File: config.mk
export PLATFORM = sky130hd
export DESIGN_NAME = fib_seq_ctrl_flat
export DESIGN_NICKNAME = d
export VERILOG_FILES = /design/src/rtl/fib_seq_ctrl_if.sv /design/src/rtl/fib_seq_ctrl.sv /design/src/flat_wrapper.sv
export SDC_FILE = /design/constraint.sdc
export NUM_CORES = 1
export LEC_CHECK = 0
export CAP_MARGIN = 20
export CORE_AREA = 2 2 57 59
export DETAILED_ROUTE_END_ITERATION = 8
export DIE_AREA = 0 0 59 61
export MAX_ROUTING_LAYER = met4
export PLACE_DENSITY = 0.81
export SLEW_MARGIN = 20
export SYNTH_ARGS = -nofsm -noshare
export SYNTH_HDL_FRONTEND = slang
export SYNTH_SLANG_ARGS = --single-unit
File: constraint.sdc
create_clock -name clk -period 3.6 [get_ports clk]
set_clock_uncertainty 0.15 [all_clocks]
set_input_delay 0.72 -clock clk [delete_from_list [all_inputs] [get_ports clk]]
set_output_delay 0.72 -clock clk [all_outputs]
set_load 0.01 [all_outputs]
File: src/rtl/fib_seq_ctrl_if.sv
// Bundle between host logic, the Fibonacci sequencer and the shared ALU.
// slave = sequencer side, master = host/ALU side. fsm_state mirrors the sequencer FSM for observation.
interface fib_seq_ctrl_if #(
  parameter int WIDTH = 6,
  parameter int CNT_W = 5
);
  logic             start;
  logic             abort;
  logic [WIDTH-1:0] f0;
  logic [WIDTH-1:0] f1;
  logic [CNT_W-1:0] n;
  logic             busy;
  logic             done;
  logic [WIDTH-1:0] fn;
  logic             ovf;
  logic [2:0]       alu_op;
  logic [WIDTH-1:0] alu_a;
  logic [WIDTH-1:0] alu_b;
  logic [WIDTH-1:0] alu_y;
  logic [1:0]       fsm_state;

  // Request/response contract: start is a level sampled on every posedge and only
  // acted on in IDLE (no queuing); done is a single-cycle pulse that qualifies fn/ovf.
  modport slave (
    input  start, abort, f0, f1, n, alu_y,
    output busy, done, fn, ovf, alu_op, alu_a, alu_b, fsm_state
  );

  modport master (
    output start, abort, f0, f1, n, alu_y,
    input  busy, done, fn, ovf, alu_op, alu_a, alu_b, fsm_state
  );
endinterface

File: src/rtl/fib_seq_ctrl.sv
// N-term Fibonacci sequencer driving a shared combinational ALU (IDLE -> RUN -> DONE).
// Optional sticky overflow detection is built only when FIB_OVF_DET_EN is defined.
module fib_seq_ctrl #(
  parameter int         WIDTH  = 6,
  parameter int         CNT_W  = 5,
  parameter logic [2:0] ADD_OP = 3'b000
) (
  input  logic            clk,
  input  logic            rst,
  fib_seq_ctrl_if.slave   bus
);

  typedef enum logic [1:0] {
    IDLE = 2'd0,
    RUN  = 2'd1,
    DONE = 2'd2
  } state_t;

  state_t           state;
  state_t           state_nxt;
  logic [WIDTH-1:0] r0;
  logic [WIDTH-1:0] r1;
  logic [WIDTH-1:0] fn_q;
  logic [CNT_W-1:0] cnt;
  logic             accept;
  logic             step;
  logic             finish;

  assign accept = (state == IDLE) && bus.start;
  // abort wins over both stepping and finishing
  assign step   = (state == RUN) && !bus.abort && (cnt > CNT_W'(1));
  assign finish = (state == RUN) && !bus.abort && (cnt <= CNT_W'(1));

  always_ff @(posedge clk) begin
    if (!rst) state <= IDLE;
    else      state <= state_nxt;
  end

  always_comb begin
    state_nxt = state;
    case (state)
      IDLE: if (bus.start) state_nxt = RUN;
      RUN: begin
        if (bus.abort)               state_nxt = IDLE;
        else if (cnt <= CNT_W'(1))   state_nxt = DONE;
      end
      DONE:    state_nxt = IDLE;
      default: state_nxt = IDLE;
    endcase
  end

  always_ff @(posedge clk) begin
    if (!rst) begin
      r0   <= '0;
      r1   <= '0;
      cnt  <= '0;
      fn_q <= '0;
    end else if (accept) begin
      r0  <= bus.f0;
      r1  <= bus.f1;
      cnt <= bus.n;
    end else if (step) begin
      r0  <= r1;
      r1  <= bus.alu_y;
      cnt <= cnt - CNT_W'(1);
    end else if (finish) begin
      fn_q <= (cnt == '0) ? r0 : r1;
    end
  end

`ifdef FIB_OVF_DET_EN
  // Private carry-out adder mirrors the ALU add so overflow needs no ALU flag.
  logic [WIDTH:0] sum_ext;
  logic           ovf_q;

  assign sum_ext = {1'b0, r0} + {1'b0, r1};

  always_ff @(posedge clk) begin
    if (!rst)                       ovf_q <= 1'b0;
    else if (accept)                ovf_q <= 1'b0;
    else if (step && sum_ext[WIDTH]) ovf_q <= 1'b1;
  end

  assign bus.ovf = ovf_q;
`else
  assign bus.ovf = 1'b0;
`endif

  assign bus.busy      = (state != IDLE);
  assign bus.done      = (state == DONE);
  assign bus.fn        = fn_q;
  assign bus.alu_op    = ADD_OP;
  assign bus.alu_a     = r0;
  assign bus.alu_b     = r1;
  assign bus.fsm_state = state;

endmodule

File: src/flat_wrapper.sv
// flat-port wrapper written by rule: the top's interface ports become plain ports
module fib_seq_ctrl_flat 
#(
  parameter int         WIDTH  = 6,
  parameter int         CNT_W  = 5,
  parameter logic [2:0] ADD_OP = 3'b000
)
  (clk, rst, bus_start, bus_abort, bus_f0, bus_f1, bus_n, bus_alu_y, bus_busy, bus_done, bus_fn, bus_ovf, bus_alu_op, bus_alu_a, bus_alu_b, bus_fsm_state);
  fib_seq_ctrl_if #(.WIDTH(WIDTH), .CNT_W(CNT_W)) bus_i ();
  input  logic clk;
  input  logic rst;
  input wire logic [$bits(bus_i.start)-1:0] bus_start;
  input wire logic [$bits(bus_i.abort)-1:0] bus_abort;
  input wire logic [$bits(bus_i.f0)-1:0] bus_f0;
  input wire logic [$bits(bus_i.f1)-1:0] bus_f1;
  input wire logic [$bits(bus_i.n)-1:0] bus_n;
  input wire logic [$bits(bus_i.alu_y)-1:0] bus_alu_y;
  output wire logic [$bits(bus_i.busy)-1:0] bus_busy;
  output wire logic [$bits(bus_i.done)-1:0] bus_done;
  output wire logic [$bits(bus_i.fn)-1:0] bus_fn;
  output wire logic [$bits(bus_i.ovf)-1:0] bus_ovf;
  output wire logic [$bits(bus_i.alu_op)-1:0] bus_alu_op;
  output wire logic [$bits(bus_i.alu_a)-1:0] bus_alu_a;
  output wire logic [$bits(bus_i.alu_b)-1:0] bus_alu_b;
  output wire logic [$bits(bus_i.fsm_state)-1:0] bus_fsm_state;
  assign bus_i.start = bus_start;
  assign bus_i.abort = bus_abort;
  assign bus_i.f0 = bus_f0;
  assign bus_i.f1 = bus_f1;
  assign bus_i.n = bus_n;
  assign bus_i.alu_y = bus_alu_y;
  assign bus_busy = bus_i.busy;
  assign bus_done = bus_i.done;
  assign bus_fn = bus_i.fn;
  assign bus_ovf = bus_i.ovf;
  assign bus_alu_op = bus_i.alu_op;
  assign bus_alu_a = bus_i.alu_a;
  assign bus_alu_b = bus_i.alu_b;
  assign bus_fsm_state = bus_i.fsm_state;
  fib_seq_ctrl #(.WIDTH(WIDTH), .CNT_W(CNT_W), .ADD_OP(ADD_OP)) u_core (.clk(clk), .rst(rst), .bus(bus_i));
endmodule
Word-level counts from Yosys, hierarchy flattened
Index checks and enable logic that the tools add are counted.
{ "classes": {"addsub": 1, "order_cmp": 2, "n_eq_ne": 4, "n_mux": 11, "bitwise": 2, "reduce_logical": 11} }
{ "ops": {"columns": ["cell", "count"], "rows": [
  ["$mux W6", 5],
  ["$mux W5", 2],
  ["$mux W2", 3],
  ["$gt A5 B1 Y1 const B", 1],
  ["$le A5 B1 Y1 const B", 1],
  ["$logic_not A5 Y1", 1],
  ["$sub A5 B1 Y5 const B", 1],
  ["$logic_and A1 B1 Y1", 4],
  ["$pmux W2 S2", 1],
  ["$reduce_bool A2 Y1", 2],
  ["$ne A3 B3 Y1 const B", 1],
  ["$reduce_and A3 Y1", 1],
  ["$eq A2 B1 Y1 const B", 1],
  ["$eq A2 B2 Y1 const B", 1],
  ["$logic_not A2 Y1", 1],
  ["$ne A2 B2 Y1 const B", 1],
  ["$not A1 Y1", 2],
  ["$reduce_and A2 Y1", 1],
  ["$logic_not A1 Y1", 1]
]} }
{ "totals": {"ff_bits": 25, "in_bits": 27, "out_inout_bits": 26} }

Depth between registers and ports, before layout
Gate-level depths: netlist of run 1.
{ "logic_depth": {"depth_word": 5, "ltp_mapped": 7} }

Worst setup path after synthesis of run 1
Ideal clock, no wire load.
{ "synth_timing": {"path_type": "input -> register", "startpoint": "input bus_abort", "endpoint": "register u_core.fn_q[2] (netlist: u_core.bus.fn[2])", "setup_ns": 0.116, "arrival_time_ns": 1.664, "required_ns": 3.334, "setup_slack_ns": 1.670, "cell_stages": 5, "path_buffers": 1, "path_cell_list": "or3b_4 nor3b_4 buf_6 nand2_1 o211a_1"} }
{ "synth_between": {"elab_chain_cells": 5, "elab_cells_between_ends": 6, "classes_between": "1 x bitwise; 5 x reduce/logical"} }
{ "synth_lines": {"columns": ["element", "line_no", "rtl"], "rows": [
  ["start, declared", "flat_wrapper.sv:13", "input wire logic [$bits(bus_i.abort)-1:0] bus_abort;"],
  ["$logic_not A1 Y1 *", "fib_seq_ctrl.sv:31, fib_seq_ctrl.sv:32", null],
  ["$logic_and A1 B1 Y1 *", "fib_seq_ctrl.sv:31, fib_seq_ctrl.sv:32", null],
  ["$logic_and A1 B1 Y1", "fib_seq_ctrl.sv:31", "assign step = (state == RUN) && !bus.abort && (cnt > CNT_W'(1));"],
  ["$not A1 Y1 (no line)", null, null],
  ["$reduce_and A3 Y1 (no line) *", null, null],
  ["end signal, assigned", "fib_seq_ctrl.sv:67", "fn_q <= (cnt == '0) ? r0 : r1;"],
  ["end, declared", "fib_seq_ctrl.sv:23", "logic [WIDTH-1:0] fn_q;"]
]} }
Every way passes the cells marked *; elsewhere a longest branch is shown, timed or not.
A chain may end at the register's enable or synchronous reset.

Worst setup path in the final report of run 1
{ "layout_timing": {"startpoint": "register u_core.state[1] (netlist: u_core.bus.fsm_state[1])", "endpoint": "output bus_done"} }
{ "layout_between": {"elab_chain_cells": 1} }
{ "layout_lines": {"columns": ["element", "line_no", "rtl"], "rows": [
  ["start, declared", "fib_seq_ctrl.sv:19", "state_t state;"],
  ["start signal, assigned", "fib_seq_ctrl.sv:36", "else state <= state_nxt;"],
  ["$eq A2 B2 Y1", "fib_seq_ctrl.sv:90", "assign bus.done = (state == DONE);"],
  ["end, declared", "flat_wrapper.sv:19", "output wire logic [$bits(bus_i.done)-1:0] bus_done;"]
]} }
No other way between the ends.

==> flow_metrics.tcl, run 1 <==
set metrics [dict create \
    crit_family "buffers and inverters" \
    cp_data_arrival_time_ps 1420 \
    async_flop_share 0 \
    m1WireLength_um 1430 \
    hold_buffers 0 \
    min_path_type "reg -> reg" \
    peakVddDrop_mv 0.161 \
    met3WireLength_um 172 \
    syn_inst 145 \
    worstSetupPathType "reg -> out" \
    num_vias 1169 \
    drc 0 \
    max_stage_delay_ps 550 \
    design_area_mm2 0.00176 \
    diodes 0 \
    p_seq_frac 0.512 \
    cts.sinks 25 \
    pwr-share-clk 0.202 \
    synth_edf_count 0 \
    start_kind "flop" \
    antenna_found_initial 0 \
    slew_violations 0 \
    setup_tns_ps 0 \
    syn_to_final_growth_pct 37.2 \
    ys_ff_latch 25 \
    gr-total-overflow 0 \
    cpMaxStageDelayCell "clkdlybuf4s50_1" \
    synth_top_flop_cell "dfxtp_1" \
    std_cell_rows 20 \
    yosysSeqAreaShare 0.391 \
    status "complete, no violations" \
    io_pins 53 \
    fp.dieW_um 59 \
    grt_pass1_wl_um 5080 \
    design.core.area_mm2 0.00295 \
    ant_nets 0 \
    die_height_um 61 \
    p_sw_frac 0.304 \
    root_buffer "clkbuf_4" \
    ys_types 35 \
    cts_tree "done" \
    clk_path_buf_depth 2 \
    clkSlewWorstSetupHoldPaths_ps 130 \
    dieArea_mm2 0.00360 \
    cts_setup_buffers 0 \
    seqCellArea_um2 500 \
    multi_input_area_um2 691 \
    setup-violations-final 0 \
    grt_max_degree 36 \
    switchingPower_uw 194 \
    htreeDepth 1 \
    place.detailed.hpwl_um 2280 \
    finalCritPeriodShare 0.635 \
    fin_nets 219 \
    grt_use_total 0.192 \
    syn_area_mm2 0.00128 \
    ys_warn_count 0 \
    post_drt_wl_per_cell_um 14.1 \
    final_util 0.595 \
    numCtsBuffers 3 \
    firstDrtPassIters 4 \
    wl_met2_um 1500 \
    insertion_delay_ps 320 \
    critPathMaxFanout 5 \
    syn_area_per_cell_um2 8.84 \
    hold_viol 0 \
    maxCapViolations 0 \
    pwr_density_cell_mw_per_mm2 362 \
    worstPathCellList "nor2b_1 > clkdlybuf4s50_1" \
    worstMarginPinSlew_ps 967 \
    cp.required_ps 2730 \
    power.internal_uw 443 \
    rsz0062_at_grt "no" \
    vias_per_cell 5.29 \
    p_leak_nw 0.707 \
    drive_above_1_share 0.0532 \
    placed_area_mm2 0.00173 \
    crit_path_end_kind "output port" \
    drtIter0Drc 51 \
    gp_congestion 0.794 \
    ctsResizeCount 0 \
    grt_pass1_vias 1116 \
    fmax_ghz 0.437 \
    crit_buf_inv 1 \
    fillers 287 \
    dr.max_layer_used "met4" \
    finalCriticalPeriod_ps 2290 \
    numPortBuffers 48 \
    p_comb_frac 0.286 \
    drt-total-wl_um 3120 \
    initial_core_util 0.434 \
    relSlewSlack 0.354 \
]
==> cell usage in the layout (no fill, tap or decap), types with 3 or more instances in the layout <==
master,count
clkdlybuf4s50_1,48
nand2_1,32
dfxtp_1,25
o21ai_0,15
a31oi_1,12
mux2i_1,7
o211a_1,6
inv_1,5
a21oi_1,4
conb_1,4
nor2_1,3
ha_1,3
clkbuf_4,3
==> final timing paths <==
kind | cells past startpoint | end | slack (ps) | from
worst min-delay path | 1 | u_core.bus.fn[5] | 370 | u_core.bus.fn[5]
worst max register to register | 6 | u_core.cnt[1] | 1620 | u_core.cnt[1]
worst min register to register | 1 | u_core.bus.fn[5] | 370 | u_core.bus.fn[5]
worst max-delay path | 2 | bus_done | 1310 | u_core.bus.fsm_state[1]
==> through the flow <==
stage               hold slack (ps)  total power [mW]  setup slack (ps)  cells
finish                          366             0.637              1310    221
global route                    386             0.668              1210    221
CTS                             367             0.636              1290    221
detailed placement              340             0.514              1020    217
global placement                334             0.508              1100    217
floorplan                       353             0.433              1670    148
==> synthesized netlist by cell type (3+ instances only) <==
| master | number | area [um^2] |
|---|---|---|
| o21ai_0 | 15 | 75.1 |
| nor2_1 | 3 | 11.3 |
| a21oi_1 | 4 | 20.0 |
| ha_1 | 3 | 37.5 |
| dfxtp_1 | 25 | 500 |
| inv_1 | 5 | 18.8 |
| buf_6 | 3 | 33.8 |
| clkbuf_1 | 4 | 15.0 |
| o211a_1 | 6 | 60.1 |
| buf_4 | 4 | 30.0 |
| a31oi_1 | 12 | 75.1 |
| nand2_1 | 32 | 120 |
| mux2i_1 | 7 | 70.1 |
==> flip-flops by register name, summed over array words and instances, names as in the netlist <==
name                  flops
u_core.bus.alu_b          6
u_core.cnt                5
u_core.bus.alu_a          6
u_core.bus.fsm_state      2
u_core.bus.fn             6
==> final cells by class <==
class,instances,area share
inverter,5,0.0107
tap,33,0.0235
clock buffer,4,0.0149
multi-input combinational,106,0.393
sequential,25,0.285
timing repair buffer,48,0.273
==> per-layer routing <==
layer,global-route usage,vias up
met2,0.332,39
met1,0.232,538
li1,-,590
met4,0.0487,0
met3,0.0341,2
met5,-,-
==> logic make-up after synthesis <==
| family | count (synthesis) | share of synthesized area |
|---|---|---|
| AOI/OAI and AO/OA | 47 | 0.247 |
| xor gates and xnor gates | 1 | 0.00684 |
| adders and majority gates | 3 | 0.0293 |
| buffers and inverters | 17 | 0.0791 |
| DFF | 25 | 0.391 |
| muxes | 7 | 0.0547 |
| other | 1 | 0.00293 |
| and+or+nand+nor | 44 | 0.189 |
==> power groups by stage <==
| stage | Clock [mW] | Combinational [mW] | Sequential (mW) |
|---|---|---|---|
| 3_3_place_gp | 0 | 0.178 | 0.330 |
| 3_5_place_dp | 0 | 0.183 | 0.331 |
| 2_1_floorplan | 0 | 0.0988 | 0.334 |
| 5_1_grt | 0.138 | 0.201 | 0.329 |
| 4_1_cts | 0.127 | 0.184 | 0.325 |
| 6_report | 0.129 | 0.182 | 0.326 |
Power figures use the tool's default switching activity.
==> inputs of run 2 (changes only) <==
- CORE_AREA: 2 2 57 59 -> 2 2 62 64
- DIE_AREA: 0 0 59 61 -> 0 0 64 66
- PLACE_DENSITY: 0.81 -> 0.72
- clock period: 3.6 -> 2 ns (I/O delays scaled with it)
==> run 2 against run 1 <==
  * Setup slack lost 1200 ps
  * Via count is 1.5% higher
  * Hold slack got worse by 9.1 ps
  * Clock power rose by 77%
  * Register-to-register slack worse by 1400 ps
  * Sequential share of layout area fell by 1.4 points
  * Clock-buffer cell count is 1 lower
  * Non-clock buffer count up 9
  * Core utilization down 7.1 points
  * Die area increased by 17%
  * Critical endpoint unchanged
==> flow_metrics.tcl, run 2 (synthesized netlist as in run 1, its figures left out) <==
set metrics [dict create \
    finalCriticalPeriod_ps 1900 \
    crit_path_end_kind "output port" \
    ant_nets 0 \
    fillers 340 \
    setup_tns_ps 0 \
    final_cell_mix "clkdlybuf4s50_1 (48), nand2_1 (32), dfxtp_1 (23)" \
    design_area_mm2 0.00186 \
    fin_nets 228 \
    design.core.area_mm2 0.00355 \
    start_kind "flop" \
    r2r-end "u_core.bus.alu_a[4]" \
    diodes 0 \
    cp.required_ps 1450 \
    critPathMaxFanout 5 \
    min_path_type "reg -> reg" \
    io_pins 53 \
    gp_congestion 0.785 \
    hold_depth 2 \
    firstDrtPassIters 4 \
    worstSetupPathType "reg -> out" \
    post_drt_wl_per_cell_um 12.8 \
    min_to "u_core.bus.alu_a[2]" \
    final_util 0.524 \
    htreeDepth 1 \
    status "complete, no violations" \
    cpMaxStageDelayCell "clkdlybuf4s50_1" \
    worstPathCellList "nor2b_1 > clkdlybuf4s50_1" \
    rsz0062_at_grt "no" \
    total_power_mw 1.16 \
    numPortBuffers 48 \
    setup-violations-final 0 \
    grt_pass1_vias 1185 \
    fp.dieW_um 64 \
    drt-total-wl_um 3120 \
    drtIter0Drc 60 \
    num_vias 1187 \
    regToRegStartpoint "u_core.cnt[1]" \
    seqCellArea_um2 503 \
    drive_above_1_share 0.112 \
    layout_commonest_cell "clkdlybuf4s50_1" \
    hold_viol 0 \
    rrSetupSlack_ps 180 \
    numCtsBuffers 3 \
    die_height_um 66 \
    hold_start "u_core.bus.alu_a[2]" \
    grt_use_total 0.156 \
    slew_violations 0 \
    drc 0 \
    hold_slack_ps 357 \
    insertion_delay_ps 320 \
    root_buffer "clkbuf_4" \
    worstMarginPinSlew_ps 551 \
    grt_max_degree 27 \
    vias_per_cell 4.84 \
    maxCapViolations 0 \
    cts_tree "done" \
    multi_input_area_um2 691 \
    cts.sinks 25 \
    pwr_density_cell_mw_per_mm2 625 \
    grt_pass1_wl_um 5100 \
    rr_worst_depth 7 \
    peakVddDrop_mv 0.323 \
    fmax_ghz 0.525 \
    initial_core_util 0.361 \
    cp_data_arrival_time_ps 1350 \
    relSlewSlack 0.632 \
    p_leak_nw 0.757 \
    place.detailed.hpwl_um 2380 \
    antenna_found_initial 0 \
    std_cell_rows 22 \
    clkSlewWorstSetupHoldPaths_ps 140 \
    clk_path_buf_depth 2 \
    gr-total-overflow 0 \
    max_stage_delay_ps 540 \
    finalCritPeriodShare 0.952 \
    syn_to_final_growth_pct 45.2 \
    placed_area_mm2 0.00183 \
    dieArea_mm2 0.00422 \
]
run 2: timing repair:
item,in CTS,in global routing
resized for setup,0,2
hold buffers,0,0
endpoints found under the hold margin,0,0
endpoints found under the setup margin,0,2
buffers inserted,0,0
run 2: critical path, delay by kind of cell (launching register included):
family,cells,cell delay (ps)
DFF,1,380
and+or+nand+nor,1,130
buffers and inverters,1,540
run 2: cell type report:
class                      instances  area share
multi-input combinational        106       0.371
clock inverter                     1     0.00269
sequential                        25       0.270
tap                               48      0.0323
inverter                           5      0.0101
timing repair buffer              57       0.301
clock buffer                       3      0.0121
run 2: worst max path at each step:
| stage | from | endpoint | slack, ps | depth (start not counted) |
|---|---|---|---|---|
| detailed placement | bus_abort | u_core.bus.alu_a[4] | -100 | 6 |
| floorplan | u_core.bus.fsm_state[0] | u_core.bus.fn[2] | 350 | 5 |
| CTS | u_core.bus.fsm_state[1] | bus_done | 40 | 2 |
| global route | u_core.cnt[1] | u_core.bus.alu_b[0] | 20 | 7 |
| global placement | bus_abort | u_core.bus.fn[2] | -50 | 6 |
| finish | u_core.bus.fsm_state[1] | bus_done | 100 | 2 |
run 2: layer usage:
layer  routed length, um  track usage
met1                1380        0.188
met2                1600        0.275
met3                 132       0.0221
met4                  12       0.0408
met5                   0            -
run 2: power by group:
| part | leakage [nW] | internal [mW] | total (mW) | switching [mW] |
|---|---|---|---|---|
| clock | 0.0177 | 0.0748 | 0.228 | 0.153 |
| combinational | 0.533 | 0.197 | 0.350 | 0.153 |
| sequential | 0.207 | 0.540 | 0.585 | 0.0453 |
run 2: per-stage QoR:
| step | setup WS [ps] | instances |
|---|---|---|
| floorplan | 353 | 148 |
| global placement | -55.0 | 241 |
| detailed placement | -98.5 | 241 |
| CTS | 36.3 | 245 |
| global route | 20.0 | 245 |
| finish | 96.5 | 245 |
==> inputs of run 3 (changes only) <==
- CELL_PAD_IN_SITES_DETAIL_PLACEMENT: unset -> 0
- CELL_PAD_IN_SITES_GLOBAL_PLACEMENT: unset -> 1
- CORE_AREA: 2 2 62 64 -> 2 2 72 74
- DIE_AREA: 0 0 64 66 -> 0 0 74 76
- PLACE_DENSITY: 0.72 -> unset
- PLACE_DENSITY_LB_ADDON: unset -> 0.1
- SKIP_CTS_REPAIR_TIMING: unset -> 1
==> run 3 against run 2 <==
  * Sequential power about the same
  * Sequential cell count unchanged
  * First-iteration DRC count down 55%
  * Cell area up 4.0%
  * Cell count up 8.6%
  * Total power up 6.7%
  * Critical endpoint unchanged
  * Largest cell class unchanged
==> flow_metrics.tcl, run 3 (synthesized netlist as in run 1, its figures left out) <==
set metrics [dict create \
    slew_violations 0 \
    gp_congestion 0.739 \
    syn_to_final_growth_pct 51.0 \
    grt_pass1_wl_um 5500 \
    status "complete, no violations" \
    design.core.area_mm2 0.00491 \
    firstDrtPassIters 4 \
    min_to "u_core.bus.alu_a[0]" \
    vias_per_cell 4.50 \
    pwr_density_cell_mw_per_mm2 642 \
    std_cell_rows 26 \
    worstPathCellList "nor2b_1 > clkdlybuf4s50_1" \
    min_path_type "reg -> reg" \
    grt_max_degree 36 \
    hold_depth 2 \
    setup-violations-final 0 \
    hold_slack_ps 348 \
    diodes 0 \
    p_leak_nw 0.774 \
    cts_tree "done" \
    fp.dieW_um 74 \
    final_cell_mix "clkdlybuf4s50_1 (48), nand2_1 (32), dfxtp_1 (25)" \
    numCtsBuffers 3 \
    fmax_ghz 0.531 \
    post_drt_wl_per_cell_um 12.7 \
    num_vias 1196 \
    die_height_um 76 \
    place.detailed.hpwl_um 2500 \
    crit_path_end_kind "output port" \
    cts.sinks 25 \
    drc 0 \
    cp_data_arrival_time_ps 1330 \
    grt_pass1_vias 1165 \
    regToRegStartpoint "u_core.cnt[1]" \
    rrSetupSlack_ps 230 \
    total_power_mw 1.24 \
    io_pins 53 \
    rr_worst_depth 7 \
    finalCritPeriodShare 0.942 \
    insertion_delay_ps 260 \
    dieArea_mm2 0.00562 \
    drt-total-wl_um 3370 \
    critPathMaxFanout 5 \
    fin_nets 227 \
    clk_path_buf_depth 2 \
    layout_commonest_cell "clkdlybuf4s50_1" \
    drive_above_1_share 0.0969 \
    worstSetupPathType "reg -> out" \
    clkSlewWorstSetupHoldPaths_ps 90 \
    cpMaxStageDelayCell "clkdlybuf4s50_1" \
    rsz0062_at_grt "no" \
    cp.required_ps 1450 \
    finalCriticalPeriod_ps 1880 \
    crit_family "buffers and inverters" \
    numPortBuffers 48 \
    root_buffer "clkbuf_8" \
    ant_nets 0 \
    maxCapViolations 0 \
    htreeDepth 1 \
    grt_use_total 0.127 \
    hold_start "u_core.bus.alu_a[0]" \
    initial_core_util 0.261 \
    max_stage_delay_ps 540 \
    antenna_found_initial 0 \
    peakVddDrop_mv 0.217 \
    gr-total-overflow 0 \
    start_kind "flop" \
    hold_viol 0 \
    r2r-end "u_core.bus.alu_a[2]" \
    crit_buf_inv 1 \
    drtIter0Drc 27 \
]
-- run 3: per-stage QoR --
| step | setup slack (ps) | instances | TNS [ps] | instance area, um^2 | utilization |
|---|---|---|---|---|---|
| 3_5_place_dp | -76.8 | 262 | -1140 | 1890 | 0.384 |
| 5_1_grt | 21.1 | 266 | 0 | 1930 | 0.394 |
| 6_report | 116 | 266 | 0 | 1930 | 0.394 |
| 3_3_place_gp | -54.3 | 262 | -968 | 1890 | 0.384 |
| 4_1_cts | 94.8 | 266 | 0 | 1930 | 0.394 |
| 2_1_floorplan | 353 | 148 | 0 | 1290 | - |
-- run 3: area by class of cell --
cell class / count / area, um^2
Multi-Input combinational cell: 106 / 691
Timing Repair Buffer: 56 / 591
Fill cell: 501 / 2980
Clock inverter: 1 / 5.00
Tap cell: 70 / 87.6
Inverter: 5 / 18.8
Sequential cell: 25 / 500
Clock buffer: 3 / 41.3
-- run 3: worst reg2reg max path, delay by kind of cell (launching register included) --
family                     cells  cell delay [ps]
AOI/OAI and AO/OA              3              680
buffers and inverters          2              260
DFF                            1              390
and+or+nand+nor                1               50
adders and majority gates      1              180
-- run 3: per-layer routing --
layer | vias to the layer above | GRT usage | wire length [um]
met1 | 554 | 0.148 | 1420
met4 | 0 | 0.0327 | 19
met5 | - | - | 0
met2 | 31 | 0.222 | 1770
li1 | 609 | - | -
met3 | 2 | 0.0198 | 154
-- run 3: how the worst max path moves through the flow --
| stage | start | endpoint | cells after the start |
|---|---|---|---|
| finish | u_core.bus.fsm_state[1] | bus_done | 2 |
| global route | u_core.bus.fsm_state[1] | bus_done | 2 |
| CTS | u_core.bus.fsm_state[1] | bus_done | 2 |
| detailed placement | bus_abort | u_core.bus.alu_a[2] | 6 |
| global placement | bus_abort | u_core.bus.alu_a[5] | 6 |
| floorplan | u_core.bus.fsm_state[0] | u_core.bus.fn[2] | 5 |
-- run 3: report_power, final --
| group | internal (mW) | total (mW) | switching [mW] |
|---|---|---|---|
| clock | 0.139 | 0.296 | 0.157 |
| combinational | 0.205 | 0.361 | 0.157 |
| sequential | 0.539 | 0.584 | 0.0455 |
| total | 0.883 | 1.24 | 0.359 |
